==> src/rtl/hpm_counter_bank.sv <==
// -----------------------------------------------------------------------------
// hpm_counter_bank
//
// Hardware performance-monitor bank for the CSR file: mcycle, minstret and
// NbCounters programmable mhpmcounterN counters, each with an mhpmeventN
// selector, plus mcountinhibit. CSR reads are combinational from the read
// address; CSR writes are applied on the clock edge.
//
// Ports:
//   clk_i        system clock
//   rstn_i       asynchronous active-low reset
//   event_i      event strobes, one count per cycle while high
//   instret_i    instruction-committed strobe (minstret event)
//   csr_raddr_i  CSR read address
//   csr_rdata_o  CSR read data (combinational)
//   csr_rhit_o   read address is mapped by this block (combinational)
//   csr_wen_i    CSR write enable
//   csr_waddr_i  CSR write address
//   csr_wdata_i  CSR write data
//   overflow_o   registered one-cycle wrap pulse per programmable counter
// -----------------------------------------------------------------------------
module hpm_counter_bank #(
    parameter int unsigned DataWidth    = 32,
    parameter int unsigned NbCounters   = 4,
    parameter int unsigned NbEvents     = 8,
    parameter int unsigned CounterWidth = 64
) (
    input  logic                  clk_i,
    input  logic                  rstn_i,
    input  logic [NbEvents-1:0]   event_i,
    input  logic                  instret_i,
    input  logic [11:0]           csr_raddr_i,
    output logic [DataWidth-1:0]  csr_rdata_o,
    output logic                  csr_rhit_o,
    input  logic                  csr_wen_i,
    input  logic [11:0]           csr_waddr_i,
    input  logic [DataWidth-1:0]  csr_wdata_i,
    output logic [NbCounters-1:0] overflow_o
);

    // -------------------------------------------------------------------------
    // Parameter legality
    // -------------------------------------------------------------------------
    if (!((DataWidth == 32) || (DataWidth == 64))) begin : g_bad_data_width
        $fatal(1, "hpm_counter_bank: DataWidth must be 32 or 64");
    end
    if ((NbCounters < 1) || (NbCounters > 29)) begin : g_bad_nb_counters
        $fatal(1, "hpm_counter_bank: NbCounters must be in 1..29");
    end
    if ((NbEvents < 1) || (NbEvents > 255)) begin : g_bad_nb_events
        $fatal(1, "hpm_counter_bank: NbEvents must be in 1..255");
    end
    if (CounterWidth != 64) begin : g_bad_counter_width
        $fatal(1, "hpm_counter_bank: CounterWidth must be 64");
    end

    // -------------------------------------------------------------------------
    // Local constants
    // -------------------------------------------------------------------------
    localparam bit IsRv32 = (DataWidth == 32);
    // Counter slot k: 0 = mcycle, 1 = minstret, 2.. = mhpmcounter(3+k-2)
    localparam int NumCnt = NbCounters + 2;
    localparam int SelW   = $clog2(NbEvents + 1);
    localparam int EvtW   = 1 << SelW;

    localparam logic [11:0] AddrInhibit = 12'h320;
    localparam logic [11:0] AddrEvtBase = 12'h323;
    localparam logic [11:0] AddrCntLo   = 12'hB00;
    localparam logic [11:0] AddrCntHi   = 12'hB80;

    // Writable mcountinhibit bits: CY (0), IR (2) and one per programmable counter
    localparam logic [31:0] InhMask =
        32'h0000_0005 | (((32'h0000_0001 << NbCounters) - 32'h0000_0001) << 3);

    // CSR offset of counter slot k; this is also its mcountinhibit bit index
    function automatic logic [11:0] cnt_offset(input int k);
        logic [11:0] off;
        if (k == 0) begin
            off = 12'd0;
        end else if (k == 1) begin
            off = 12'd2;
        end else begin
            off = 12'(k + 1);
        end
        return off;
    endfunction

    // WARL legalisation of an event selector write: out-of-range selects nothing
    function automatic logic [SelW-1:0] warl_sel(input logic [DataWidth-1:0] wdata);
        logic [SelW-1:0] sel;
        if (wdata > DataWidth'(NbEvents)) begin
            sel = {SelW{1'b0}};
        end else begin
            sel = wdata[SelW-1:0];
        end
        return sel;
    endfunction

    // -------------------------------------------------------------------------
    // State and next-state signals
    // -------------------------------------------------------------------------
    logic [CounterWidth-1:0] cnt_r      [NumCnt];
    logic [CounterWidth-1:0] cnt_nxt_s  [NumCnt];
    logic [SelW-1:0]         sel_r      [NbCounters];
    logic [SelW-1:0]         sel_nxt_s  [NbCounters];
    logic [31:0]             inhibit_r;
    logic [31:0]             inhibit_nxt_s;
    logic [NbCounters-1:0]   ovf_r;
    logic [NbCounters-1:0]   ovf_nxt_s;

    logic [EvtW-1:0]         evt_vec_s;
    logic [CounterWidth-1:0] wdata_ext_s;
    logic [NumCnt-1:0]       inc_en_s;
    logic [NumCnt-1:0]       wlo_s;
    logic [NumCnt-1:0]       whi_s;

    logic [NbCounters-1:0]   rd_evt_hit_s;
    logic [NumCnt-1:0]       rd_lo_hit_s;
    logic [NumCnt-1:0]       rd_hi_hit_s;
    logic                    rd_inh_hit_s;
    logic [DataWidth-1:0]    rdata_s;
    logic                    rhit_s;

    // Event vector indexed directly by selector value; bit 0 is the
    // "no event" slot so that selector 0 never counts.
    assign evt_vec_s   = EvtW'({event_i, 1'b0});
    assign wdata_ext_s = CounterWidth'(csr_wdata_i);

    // Write-address decode for the low/high half of every counter
    always_comb begin
        wlo_s = {NumCnt{1'b0}};
        whi_s = {NumCnt{1'b0}};
        for (int k = 0; k < NumCnt; k++) begin
            wlo_s[k] = csr_wen_i && (csr_waddr_i == (AddrCntLo + cnt_offset(k)));
            whi_s[k] = IsRv32 && csr_wen_i && (csr_waddr_i == (AddrCntHi + cnt_offset(k)));
        end
    end

    // Increment enables, evaluated with the configuration held before this edge
    always_comb begin
        inc_en_s    = {NumCnt{1'b0}};
        inc_en_s[0] = ~inhibit_r[0];
        inc_en_s[1] = ~inhibit_r[2] & instret_i;
        for (int i = 0; i < NbCounters; i++) begin
            inc_en_s[i+2] = ~inhibit_r[i+3] & evt_vec_s[sel_r[i]];
        end
    end

    // Counter next value: CSR write beats increment, increment beats hold
    always_comb begin
        ovf_nxt_s = {NbCounters{1'b0}};
        for (int k = 0; k < NumCnt; k++) begin
            cnt_nxt_s[k] = cnt_r[k];
            if (wlo_s[k]) begin
                if (IsRv32) begin
                    cnt_nxt_s[k] = {cnt_r[k][CounterWidth-1:32], csr_wdata_i[31:0]};
                end else begin
                    cnt_nxt_s[k] = wdata_ext_s;
                end
            end else if (whi_s[k]) begin
                cnt_nxt_s[k] = {csr_wdata_i[31:0], cnt_r[k][31:0]};
            end else if (inc_en_s[k]) begin
                cnt_nxt_s[k] = cnt_r[k] + 64'd1;
            end else begin
                cnt_nxt_s[k] = cnt_r[k];
            end
        end
        // Wrap only counts when the increment path was taken from all-ones
        for (int i = 0; i < NbCounters; i++) begin
            ovf_nxt_s[i] = inc_en_s[i+2] & ~wlo_s[i+2] & ~whi_s[i+2] & (&cnt_r[i+2]);
        end
    end

    // Configuration next value: mcountinhibit and WARL event selectors
    always_comb begin
        inhibit_nxt_s = inhibit_r;
        if (csr_wen_i && (csr_waddr_i == AddrInhibit)) begin
            inhibit_nxt_s = csr_wdata_i[31:0] & InhMask;
        end else begin
            inhibit_nxt_s = inhibit_r;
        end
        for (int i = 0; i < NbCounters; i++) begin
            sel_nxt_s[i] = sel_r[i];
            if (csr_wen_i && (csr_waddr_i == (AddrEvtBase + 12'(i)))) begin
                sel_nxt_s[i] = warl_sel(csr_wdata_i);
            end else begin
                sel_nxt_s[i] = sel_r[i];
            end
        end
    end

    // State registers with asynchronous clear
    always_ff @(posedge clk_i or negedge rstn_i) begin
        if (!rstn_i) begin
            for (int k = 0; k < NumCnt; k++) begin
                cnt_r[k] <= 64'd0;
            end
            for (int i = 0; i < NbCounters; i++) begin
                sel_r[i] <= {SelW{1'b0}};
            end
            inhibit_r <= 32'd0;
            ovf_r     <= {NbCounters{1'b0}};
        end else begin
            for (int k = 0; k < NumCnt; k++) begin
                cnt_r[k] <= cnt_nxt_s[k];
            end
            for (int i = 0; i < NbCounters; i++) begin
                sel_r[i] <= sel_nxt_s[i];
            end
            inhibit_r <= inhibit_nxt_s;
            ovf_r     <= ovf_nxt_s;
        end
    end

    // Read-address decode; at most one hit is ever set
    always_comb begin
        rd_inh_hit_s = (csr_raddr_i == AddrInhibit);
        rd_evt_hit_s = {NbCounters{1'b0}};
        rd_lo_hit_s  = {NumCnt{1'b0}};
        rd_hi_hit_s  = {NumCnt{1'b0}};
        for (int i = 0; i < NbCounters; i++) begin
            rd_evt_hit_s[i] = (csr_raddr_i == (AddrEvtBase + 12'(i)));
        end
        for (int k = 0; k < NumCnt; k++) begin
            rd_lo_hit_s[k] = (csr_raddr_i == (AddrCntLo + cnt_offset(k)));
            rd_hi_hit_s[k] = IsRv32 && (csr_raddr_i == (AddrCntHi + cnt_offset(k)));
        end
    end

    // Read data mux as an AND-OR of the decoded hits; unmapped reads give 0
    always_comb begin
        rhit_s  = rd_inh_hit_s | (|rd_evt_hit_s) | (|rd_lo_hit_s) | (|rd_hi_hit_s);
        rdata_s = rd_inh_hit_s ? DataWidth'(inhibit_r) : {DataWidth{1'b0}};
        for (int i = 0; i < NbCounters; i++) begin
            rdata_s = rdata_s |
                      (rd_evt_hit_s[i] ? DataWidth'(sel_r[i]) : {DataWidth{1'b0}});
        end
        for (int k = 0; k < NumCnt; k++) begin
            if (IsRv32) begin
                rdata_s = rdata_s |
                          (rd_lo_hit_s[k] ? DataWidth'(cnt_r[k][31:0]) : {DataWidth{1'b0}}) |
                          (rd_hi_hit_s[k] ? DataWidth'(cnt_r[k][CounterWidth-1:32])
                                          : {DataWidth{1'b0}});
            end else begin
                rdata_s = rdata_s |
                          (rd_lo_hit_s[k] ? DataWidth'(cnt_r[k]) : {DataWidth{1'b0}});
            end
        end
    end

    assign csr_rdata_o = rdata_s;
    assign csr_rhit_o  = rhit_s;
    assign overflow_o  = ovf_r;

endmodule
==> config.mk <==
export PLATFORM = sky130hd
export DESIGN_NAME = hpm_counter_bank
export DESIGN_NICKNAME = d
export VERILOG_FILES = /design/src/rtl/hpm_counter_bank.sv
export SDC_FILE = /design/constraint.sdc
export NUM_CORES = 2
export LEC_CHECK = 0
export CAP_MARGIN = 15
export CORE_MARGIN = 2
export CORE_UTILIZATION = 45
export CTS_BUF_LIST = sky130_fd_sc_hd__clkbuf_16
export DETAILED_ROUTE_END_ITERATION = 8
export GPL_TIMING_DRIVEN = 0
export PLACE_DENSITY = 0.66
export RECOVER_POWER = 25
export SLEW_MARGIN = 30
export SYNTH_ARGS = -nofsm -noshare
export SYNTH_HDL_FRONTEND = slang
export SYNTH_SLANG_ARGS = --single-unit
==> constraint.sdc <==
create_clock -name clk_i -period 3.69 [get_ports clk_i]
set_clock_uncertainty 0.2 [all_clocks]
set_input_delay 0.5535 -clock clk_i [delete_from_list [all_inputs] [get_ports clk_i]]
set_output_delay 0.5535 -clock clk_i [all_outputs]
set_load 0.005 [all_outputs]
* Word level (Yosys, flattened, before mapping)
Cells that the tools add are included.
Storage, ports and cells: register bits 410, logic and storage cells 212
Cells by class: add/subtract/negate cells 6, magnitude comparators 5, equal/unequal tests 42, multiplexer cells 44, bitwise operators 51, reductions and logical operators 46
Operators with widths (number):
- $mux W64 | 12
- $mux W32 | 18
- $add A64 B1 Y64 const B | 6
- $or A32 B32 Y32 | 11
- $eq A12 B12 Y1 const B | 24
- $reduce_and A64 Y1 | 4
- $eq A12 B10 Y1 const B | 10
- $gt A32 B4 Y1 const B | 1
- $or A7 B32 Y32 | 1
- $or A7 B4 Y7 | 4
- $reduce_and A2 Y1 | 12
- $lt A4 B5 Y1 const B | 4
- $mux W4 | 5
- $reduce_bool A2 Y1 | 10
- $and A1 B1 Y1 | 17
- $logic_and A1 B1 Y1 | 17
- $bmux W1 S4 | 4
- $not A1 Y1 | 15
- $ne A2 B2 Y1 const B | 6
- $reduce_or A6 Y1 | 2
- $mux W7 | 1
- $mux W1 | 4
- $ne A2 B1 Y1 const B | 2
- $reduce_or A4 Y1 | 1
- $or A1 B1 Y1 | 3

* Longest topological paths before layout
depth in word-level cells 18, mapped depth 9

* Worst setup path after synthesis
No wires, ideal clock.
path type input-to-output, start point input port csr_raddr_i[1], end point output port csr_rdata_o[15], arrival 2345 ps, data required time 2937 ps, slack 591 ps, cell stages on the path 7, cell sequence clkbuf_1 > or4_1 > nor4_2 > buf_2 > buf_1 > a22oi_1 > nand4_1
On the way: cells in the longest elaborated chain, start to end 14, elaborated cells on any way between the ends 36, classes of those cells eq/ne (12); mux (12); bitwise (12)
Ends and longest elaborated chain:
- from (decl) | line 32 | input logic [11:0] csr_raddr_i,
- $eq A12 B12 Y1 | line 225 | rd_lo_hit_s[k] = (csr_raddr_i == (AddrCntLo + cnt_offset(k)));
- $mux W32
- $or A7 B32 Y32
- $or A32 B32 Y32 | line 241 | (rd_lo_hit_s[k] ? DataWidth'(cnt_r[k][31:0]) : {DataWidth{1'b0}}) |
- $or A32 B32 Y32
- $or A32 B32 Y32 | line 241
- $or A32 B32 Y32
- $or A32 B32 Y32 | line 241
- $or A32 B32 Y32 | line 240 | rdata_s = rdata_s |
- $or A32 B32 Y32 | line 241
- $or A32 B32 Y32
- $or A32 B32 Y32 | line 241
- $or A32 B32 Y32
- $or A32 B32 Y32 (*) | line 241
- to (decl) | line 33 | output logic [DataWidth-1:0] csr_rdata_o,
Mark *: on every way between the ends. The rest lies on a longest branch, timed or not.

* Worst setup path after layout
start point input port csr_raddr_i[7], end point output port csr_rdata_o[5]
On the way: cells in the longest elaborated chain, start to end 18, elaborated cells on any way between the ends 42, classes of those cells eq/ne (13); mux (13); bitwise (16)
Ends and longest elaborated chain:
- $eq A12 B10 Y1 | line 217 | rd_inh_hit_s = (csr_raddr_i == AddrInhibit);
- $mux W7 | line 233 | rdata_s = rd_inh_hit_s ? DataWidth'(inhibit_r) : {DataWidth{1'b0}};
- $or A7 B4 Y7 (4 in a row) | line 235 | rdata_s = rdata_s |
- $or A7 B32 Y32
- $or A32 B32 Y32 | line 241
- $or A32 B32 Y32
- $or A32 B32 Y32 | line 241
- $or A32 B32 Y32
- $or A32 B32 Y32 | line 241
- $or A32 B32 Y32 | line 240
- $or A32 B32 Y32 | line 241
- $or A32 B32 Y32
- $or A32 B32 Y32 | line 241
- $or A32 B32 Y32
- $or A32 B32 Y32 (*) | line 241
Marked as above.

==> impl_metrics.env <==
export IMPL_antenna_left=0
export IMPL_synth_seq_cells=410
export IMPL_grt_start_max_net_pins=79
export IMPL_yosysSeqAreaShare_pct=36.28
export IMPL_r2r_cells=7
export IMPL_grt_pass1_vias=30320
export IMPL_dieArea_sq_um=64860
export IMPL_yosysTopAreaCellShare_pct=36.28
export IMPL_clk_insertion_delay_late_ns=0.64
export IMPL_violations="DRC, capacitance limit, slew limit, setup timing"
export IMPL_vias=33710
export IMPL_routed_wirelength_um=171800
export IMPL_crit_path_top_delay_cell="a222oi_1"
export IMPL_drc=15
export IMPL_cts_htree_levels=2
export IMPL_ys_top_cells_by_area="dfrtp_1, a21oi_1, nand2_1"
export IMPL_cts_num_sinks=410
export IMPL_setup_violations=4
export IMPL_r2r_end="overflow_o[2]"
export IMPL_cp_start_kind="input port"
export IMPL_slew_headroom_pct=-41.11
export IMPL_final_util_pct=56.59
export IMPL_worst_pin_slew_ns=2.117
export IMPL_rsz0062_at_grt="true"
export IMPL_timing_rr_start="sel_r[4]"
export IMPL_finish_instance_area_sq_um=35050
export IMPL_fin_crit_ns=3.941
export IMPL_dr_first_iter_drc_count=5252
export IMPL_fmax_ghz=0.2538
export IMPL_syn_area_sq_um=28280
export IMPL_synth_area_leader_cell="dfrtp_1"
export IMPL_dieHeight_um=254.7
export IMPL_area_growth_pct=23.95
export IMPL_cts_buffers=50
export IMPL_crit_chain="clkdlybuf4s15_2 -> or2_4 -> nor4_4 -> buf_6 -> buf_12 -> buf_8 -> a222oi_1 -> and3_1 -> nand2_2 -> buf_2"
export IMPL_antenna_found_initial=26
export IMPL_placementRows=91
export IMPL_synth_cell_types=104
export IMPL_port_buffers=103
export IMPL_cp_arrival_ns=3.19
export IMPL_vias_per_cell=7.396
export IMPL_drv_slew=137
export IMPL_cts_path_max_buffers=3
export IMPL_grt_pass1_wl_um=237600
export IMPL_end_kind="primary output"
export IMPL_synthArstFlopShare_pct=100.0
export IMPL_start_util_pct=45.66
export IMPL_status="finished, violations left"
export IMPL_drt_pass1_iterations=9
export IMPL_setup_slack_ns=-0.2506
export IMPL_avgSynthCellArea_sq_um=8.359
export IMPL_leakage_nw=13.99
export IMPL_cts_tree="yes"
export IMPL_crit_required_ns=2.94
export IMPL_irDropWorstVdd_v=0.0003628
export IMPL_design_core_area_sq_um=61940
export IMPL_gp_congestion=1.091
export IMPL_synth_edf_count=0
export IMPL_p_per_area_nw_per_um2=308.3
export IMPL_die_x_um=254.7
export IMPL_syn_num_nets=3457
export IMPL_hold_path_class="input port to async pin"
export IMPL_yosys_warnings=0
export IMPL_dpl_hpwl_um=128400
export IMPL_nFillCells=5796
export IMPL_holdWs_ns=0.2001
export IMPL_period_share_pct=106.8
export IMPL_finalHoldViolCount=0
export IMPL_cpPeakStageDelay_ns=0.96
export IMPL_syn_inst=3383
export IMPL_timing_setup_critical_path_class="input port to primary output"
export IMPL_ys_flop_type="dfrtp_1"
export IMPL_placed_area_sq_um=31250
export IMPL_r2r_slack_ns=0.08
export IMPL_num_io_pins=105
export IMPL_wl_per_cell_um=37.69
export IMPL_drive_gt1_share_pct=15.39
export IMPL_maxCapViolations=2
export IMPL_clock_root_buffer="clkbuf_16"
export IMPL_grtUsageTotal_pct=52.36
export IMPL_cts_clk_slew_worst_paths_ns=0.06
export IMPL_path_max_fanout=6
export IMPL_nets=3742
export IMPL_overflow=0
[cells by family after synthesis]
group | synth area share (%)
AO/OA/AOI/OAI | 24.63
XOR/XNOR | 5.451
adder cells (fa/ha/maj) | 0.2655
buffers and inverters | 4.548
flip-flops | 36.28
multiplexers | 1.597
AND/OR/NAND/NOR | 27.23
[critical path: cells and delay by family]
family / cells / cell delay (ns)
AO/OA/AOI/OAI: 1 / 0.96
buffers and inverters: 5 / 0.89
AND/OR/NAND/NOR: 4 / 0.77
[sequential cells by signal, summed over array words and instances (netlist names)]
name / count
overflow_o: 4
sel_r: 16
inhibit_r: 6
cnt_r: 384
[layout make-up]
| class | count | area [sq um] | area share (%) |
|---|---|---|---|
| Antenna cell | 17 | 42.54 | 0.1214 |
| Buffer | 270 | 1628 | 4.644 |
| Clock buffer | 53 | 1326 | 3.784 |
| Clock inverter | 35 | 246.5 | 0.7032 |
| Inverter | 41 | 153.9 | 0.4390 |
| Multi-Input combinational cell | 2657 | 17710 | 50.53 |
| Sequential cell | 410 | 10260 | 29.27 |
| Tap cell | 837 | 1047 | 2.988 |
| Timing Repair Buffer | 238 | 2638 | 7.524 |
[what timing repair did]
action                     in CTS  in global routing
gates resized for setup       390                 39
hold buffers                    1                  0
pin swaps                      71                 18
setup endpoints to repair      68                 43
cloned                          2                  0
buffers inserted               99                  9
hold endpoints to repair      156                  0
[power breakdown]
part / leakage, nW / switching [mW] / internal (mW)
combinational: 7.62 / 0.653 / 0.314
clock: 0.826 / 2.14 / 2.83
sequential: 5.54 / 0.266 / 4.60
total: 14.0 / 3.06 / 7.75
[per-stage QoR]
stage	setup WS [ns]	setup TNS, ns	total power, mW	std cells
floorplan	0.5914	0	5.082	3383
global placement	-17.58	-7332.57	5.683	4323
detailed placement	-1.838	-111.41	5.784	4354
CTS	0.002090	0	10.71	4538
global route	-0.01287	-0.03308	10.95	4541
finish	-0.2506	-0.3726	10.81	4558
[layer usage]
| layer | part of all wire (%) | GRT usage, % | up-vias |
|---|---|---|---|
| li1 | - | - | 13580 |
| met1 | 36 | 65.72 | 16390 |
| met2 | 38 | 70.02 | 2954 |
| met3 | 16 | 22.29 | 766 |
| met4 | 9.9 | 40.82 | 16 |
| met5 | 0.080 | 0 | - |
[layout by cell type (no fill, tap or decap), types with 25 or more instances in the layout]
cell type	Yosys	routed
clkbuf_1	205	148
xor2_1	105	105
o22ai_1	51	51
buf_4	4	74
nor3_1	67	66
clkdlybuf4s50_1	0	58
mux2_2	27	27
a21oi_1	311	309
buf_2	56	61
and2_1	31	31
xnor2_1	71	71
and4_1	37	36
nand4_1	169	169
inv_1	41	54
and3_1	86	82
nor4_1	44	40
clkbuf_16	0	60
dfrtp_1	410	410
a22oi_1	54	44
or4_1	26	25
or3_1	34	33
buf_6	2	27
a31oi_1	40	40
clkbuf_2	0	43
a221oi_1	70	36
o21ai_0	195	194
nor2_1	247	247
a22o_1	68	48
o31ai_1	25	25
buf_12	0	27
nand2_1	294	291
o22a_1	30	30
nand3_1	220	203
[how the worst max path moves through the flow]
stage                              start              end  slack, ns
after detailed placement  csr_raddr_i[0]  csr_rdata_o[28]      -1.84
after floorplan           csr_raddr_i[1]  csr_rdata_o[15]       0.59
after global placement            rstn_i       cnt_r[307]     -17.58
after global routing      csr_raddr_i[7]   csr_rdata_o[4]      -0.01
after CTS                 csr_raddr_i[6]   csr_rdata_o[4]      0.002
final                     csr_raddr_i[7]   csr_rdata_o[5]      -0.25
[cell usage after synthesis (30+ instances only)]
library cell / instances
dfrtp_1: 410
a21oi_1: 311
nand2_1: 294
nor2_1: 247
nand3_1: 220
clkbuf_1: 205
o21ai_0: 195
nand4_1: 169
xor2_1: 105
and3_1: 86
xnor2_1: 71
a221oi_1: 70
a22o_1: 68
nor3_1: 67
buf_2: 56
a22oi_1: 54
o22ai_1: 51
nor4_1: 44
inv_1: 41
a31oi_1: 40
and4_1: 37
or3_1: 34
and2_1: 31
o22a_1: 30
Power figures use the tool's default switching activity.
